==> config.mk <==
export PLATFORM = sky130hd
export DESIGN_NAME = decoder_3to8_flat
export DESIGN_NICKNAME = d
export VERILOG_FILES = /design/src/rtl/decoder_3to8_if.sv /design/src/rtl/decoder_3to8.sv /design/src/flat_wrapper.sv
export SDC_FILE = /design/constraint.sdc
export NUM_CORES = 1
export LEC_CHECK = 0
export CAP_MARGIN = 30
export CORE_AREA = 2 2 39 41
export DETAILED_ROUTE_END_ITERATION = 10
export DIE_AREA = 0 0 41 43
export MAX_ROUTING_LAYER = met4
export SLEW_MARGIN = 10
export SYNTH_ARGS = -nofsm -noshare
export SYNTH_HDL_FRONTEND = slang
export SYNTH_SLANG_ARGS = --single-unit
==> constraint.sdc <==
create_clock -name clk -period 0.9 [get_ports clk]
set_clock_uncertainty 0.2 [all_clocks]
set_input_delay 0.18 -clock clk [delete_from_list [all_inputs] [get_ports clk]]
set_output_delay 0.18 -clock clk [all_outputs]
set_load 0.01 [all_outputs]
==> src/rtl/decoder_3to8_if.sv <==
// Select/enable inputs and decoded outputs of the 3-to-8 decoder.
// master drives the select code; slave is the decoder itself.
interface decoder_3to8_if;
  logic       en;
  logic       x;
  logic       y;
  logic       z;
  logic [7:0] d;
  logic       valid;

  modport master (
    output en, x, y, z,
    input  d, valid
  );

  modport slave (
    input  en, x, y, z,
    output d, valid
  );
endinterface

==> src/rtl/decoder_3to8.sv <==
// 3-to-8 one-hot decoder with enable, optional output register and optional
// active-low output polarity.
module decoder_3to8 #(
  parameter bit REGISTERED     = 1'b1,
  parameter bit ACTIVE_LOW_OUT = 1'b0
) (
  input logic           clk,
  input logic           rst_n,
  decoder_3to8_if.slave bus
);

  logic [7:0] d_raw;
  logic [7:0] d_q;
  logic       valid_q;

  always_comb begin
    d_raw = 8'h00;
    d_raw[{bus.x, bus.y, bus.z}] = bus.en;
  end

  if (REGISTERED) begin : g_reg
    logic [7:0] d_d;
    logic       valid_d;

    always_comb begin
      d_d     = d_raw;
      valid_d = bus.en;
    end

    always_ff @(posedge clk or negedge rst_n) begin
      if (!rst_n) begin
        d_q     <= 8'h00;
        valid_q <= 1'b0;
      end else begin
        d_q     <= d_d;
        valid_q <= valid_d;
      end
    end
  end else begin : g_comb
    // No storage: reset only masks the live decode.
    always_comb begin
      d_q     = 8'h00;
      valid_q = 1'b0;
      if (rst_n) begin
        d_q     = d_raw;
        valid_q = bus.en;
      end
    end
  end

  // Polarity is applied after the register so reset yields the inactive level.
  assign bus.d     = ACTIVE_LOW_OUT ? ~d_q : d_q;
  assign bus.valid = valid_q;

endmodule

==> src/flat_wrapper.sv <==
// flat-port wrapper written by rule: the top's interface ports become plain ports
module decoder_3to8_flat 
#(
  parameter bit REGISTERED     = 1'b1,
  parameter bit ACTIVE_LOW_OUT = 1'b0
)
  (clk, rst_n, bus_en, bus_x, bus_y, bus_z, bus_d, bus_valid);
  decoder_3to8_if bus_i ();
  input logic clk;
  input logic rst_n;
  input wire logic [$bits(bus_i.en)-1:0] bus_en;
  input wire logic [$bits(bus_i.x)-1:0] bus_x;
  input wire logic [$bits(bus_i.y)-1:0] bus_y;
  input wire logic [$bits(bus_i.z)-1:0] bus_z;
  output wire logic [$bits(bus_i.d)-1:0] bus_d;
  output wire logic [$bits(bus_i.valid)-1:0] bus_valid;
  assign bus_i.en = bus_en;
  assign bus_i.x = bus_x;
  assign bus_i.y = bus_y;
  assign bus_i.z = bus_z;
  assign bus_d = bus_i.d;
  assign bus_valid = bus_i.valid;
  decoder_3to8 #(.REGISTERED(REGISTERED), .ACTIVE_LOW_OUT(ACTIVE_LOW_OUT)) u_core (.clk(clk), .rst_n(rst_n), .bus(bus_i));
endmodule
==> Word level (Yosys, flattened, before mapping) <==
Index checks and enable logic that the tools add are counted.
{ "totals": {"regBits": 9, "out_inout_bits": 9, "wordCells": 8, "inputBits": 6} }
{ "op_classes": {"magnitude_cmp": 2, "mux": 2, "n_bitwise": 1, "reduce_logical": 1} }
{ "op_table": {"columns": ["operator", "count"], "rows": [
  ["$and 8x8->8", 1],
  ["$lt 3x4->1 const B", 1],
  ["$demux 1 s3", 1],
  ["$ge 3x1->1 const B", 1],
  ["$logic_and 1x1->1", 1],
  ["$mux 1", 1]
]} }

==> Logic depth before layout (Yosys ltp) <==
{ "logic_depth": {"depth_word": 5, "ltp_mapped": 1, "mapped_depth_nobuf": 1} }

==> Worst setup path before layout <==
Ideal clock, no wire load.
{ "synth_timing": {"path_kind": "flip-flop to output port", "from": "reg u_core.d_q[0], in the netlist u_core.bus.d[0]", "to": "out bus_d[0]", "path_slack_ns": 0.144, "arrival_ns": 0.376, "required_ns": 0.520, "stages_incl_launch_ff": 1, "cell_sequence": "dfrtp_1"} }
{ "synth_lines": {"columns": ["item", "line", "text"], "rows": [
  ["start: declaration", "decoder_3to8.sv:13", "logic [7:0] d_q;"],
  ["start signal: assignment", "decoder_3to8.sv:32", "d_q <= 8'h00;"],
  ["start signal: assignment", "decoder_3to8.sv:35", "d_q <= d_d;"],
  ["end: declaration", "flat_wrapper.sv:15", "output wire logic [$bits(bus_i.d)-1:0] bus_d;"]
]} }
No word-level cell between the ends.

==> Final worst setup path <==
{ "layout_timing": {"from": "reg u_core.d_q[1], in the netlist u_core.bus.d[1]", "to": "out bus_d[1]"} }
No word-level cell between the ends.

==> run_results.csv <==
group,metric,value,unit
status,outcome,"finished, violations left",
status,violations,"negative setup slack",
finish,fin_nets,43,
synth,ys_warn_count,0,
finish,syn2layout_area_growth,48.6,%
pwr,peakVddDrop,0.464,mV
clocking,cts_buffer_depth,2,
synth,synth_area,322,µm²
sta,tightest_slew,0.214,ns
pwr,seqPwrFrac,52.0,%
detailed_routing,first_iter_violations,0,
detailed_routing,wl_per_cell,11.1,µm
floorplan,num_io_pins,15,
sta,final.period_utilization,127,%
synth,synthSimpleGateAreaFrac,30.0,%
grt,antenna_found_initial,0,
placement,pre_cts_ws,-0.468,ns
min_path,worstHoldPathType,"input pin to async pin",
synth,synth.distinct_cells,5,
pwr,p_int,0.627,mW
job,maxCapViolCount,0,
synth,ys_ff_latch,9,
grt,overflow,0,
worst_setup_path,worst_ep_arrival_time,0.76,ns
clocking,cts_tree,"yes",
worst_setup_path,critical_path_depth,1,
synth,synth_fp_nets,23,
placement,post-dp-hpwl,431,µm
detailed_routing,drtPass1Iterations,1,
clocking,path_clk_slew,0.06,ns
synth,yosysTopAreaCellShare,70.0,%
sta,maxSlewHeadroom,85.7,%
worst_setup_path,path_cells,"buf_2",
floorplan,start_util,23.2,%
synth,synth.mux.area_fraction,0,%
synth,synth_top_family_by_area,"simple AND/OR/NAND/NOR gates",
clocking,cts_made_buffers,3,
synth,synth-adder-area-share,0,%
worst_setup_path,crit_family,"flip-flops",
detailed_routing,drt_wl_total,579,µm
grt,grt_start_max_net_pins,10,
placement,io_buffer_count,14,
floorplan,die_h,43,µm
floorplan,die-width,41,µm
detailed_routing,drtAntennaViolNets,0,
worst_setup_path,endpoint,"bus_d[1]",
clocking,cts.htree.levels,1,
synth,synthCells,17,
floorplan,core.rowCount,14,
grt,grt_pass1_vias,200,
sta,hold_viol_final,0,
synth,yosysSeqAreaShare,70.0,%
pwr,power-per-cell-area,1680,nW/µm²
sta,min_period,1.14,ns
finish,n_antenna_cell,0,
worst_setup_path,crit_required,0.52,ns
synth,synth-compound-area-share,0,%
clocking,cts_root_buf,"clkbuf_4",
placement,place_congestion,0.704,
sta,rsz0062_at_grt,"true",
finish,drive_gt1_share,58.3,%
sta,fin_setup_tns,-2.01,ns
worst_setup_path,critical_path_class,"flop to output port",
synth,yosys-top-cells-area,"dfrtp_1 70%, and4bb_2 12%, and4b_2 11%",
detailed_routing,routed-via-count,224,
pwr,power_frac_clock,38.4,%
worst_setup_path,end_kind,"output port",
detailed_routing,drc_errors,0,
clocking,numClockSinks,9,
worst_setup_path,slowest_stage,"dfrtp_1",
worst_setup_path,crit_path_max_fanout,1,
worst_setup_path,startpoint_type,"flop",
sta,max_freq,0.877,GHz
worst_setup_path,critPathBufInv,1,
floorplan,core_area,1380,µm²
synth,syn_avg_cell_area,18.9,µm²
pwr,switching_share,21.9,%
pwr,total_power,0.804,mW
pwr,p_sw,0.176,mW
worst_setup_path,startpoint,"u_core.bus.d[1]",
pwr,p_leak,0.251,nW
sta,setup_viol,9,
finish,final_cell_mix,"9 x buf_2, 9 x dfrtp_1, 4 x dlygate4sd2_1",
detailed_routing,via_per_inst,4.31,
sta,worst_slack,-0.240,ns
grt,grt_pass1_wl,910,µm
sta,finalMaxSlewViolations,0,
grt,grtUsageTotal,9.38,%
worst_setup_path,max_stage_delay,0.36,ns
pwr,p_comb_share,9.6,%
floorplan,dieArea,1760,µm²
synth,yosysTopAreaCell,"dfrtp_1",
synth,synthXorXnorAreaFrac,0,%
==> metal layers <==
layer | vias to the layer above | global-route usage, % | wire length, µm
met4 | 0 | 16.0 | 40
met2 | 10 | 11.9 | 297
met5 | - | - | 0
met3 | 4 | 2.09 | 46
li1 | 107 | - | -
met1 | 103 | 8.05 | 195
==> power by group through the flow <==
stage                     clock (mW)  combinational, mW  sequential, mW
final                          0.308             0.0775           0.418
after global routing           0.335             0.0861           0.419
after CTS                      0.323             0.0790           0.418
after detailed placement           0             0.0970           0.426
after global placement             0             0.0949           0.426
after floorplan                    0             0.0139           0.433
==> per-stage QoR <==
step	util, %	instance area [µm²]	std cells	hold slack, ns
2_1_floorplan	-	322	17	-0.316
3_3_place_gp	36.3	502	48	0.312
3_5_place_dp	36.3	502	48	0.315
4_1_cts	34.5	478	52	0.0237
5_1_grt	34.5	478	52	0.0333
6_report	34.5	478	52	0.0308
==> worst min-delay path by stage <==
stage	slack, ns	cells past startpoint	endpoint	from
2_1_floorplan	-0.32	0	u_core.bus.d[0]	rst_n
3_3_place_gp	0.31	2	u_core.bus.valid	rst_n
3_5_place_dp	0.31	2	u_core.bus.valid	rst_n
4_1_cts	0.02	2	u_core.bus.d[1]	rst_n
5_1_grt	0.03	2	u_core.bus.d[7]	rst_n
6_report	0.03	2	u_core.bus.d[1]	rst_n
==> flip-flops by register name, summed over array words and instances (netlist names) <==
register / count
u_core.bus.d: 8
u_core.bus.valid: 1
==> final cells by class <==
type	count	area [µm²]
well taps	16	20.0
repair buffers	15	110
clock buffers	4	26.3
multi-input cells	8	96.3
flip-flops and latches	9	225
fillers	141	906
==> Yosys cell counts (all sizes together) <==
master	number
dfrtp	9
and4b	3
and4bb	3
and4	1
nor4b	1
==> repair_timing <==
item,4_1_cts,5_1_grt
buffers inserted,0,0
setup endpoints to repair,17,9
gates resized for setup,40,0
hold buffers,0,0
pin swaps,0,0
hold endpoints to repair,0,0
==> cell families after synthesis <==
logic type and after synthesis:
and+or+nand+nor 8, DFF 9
(Power assumes the default switching activity.)
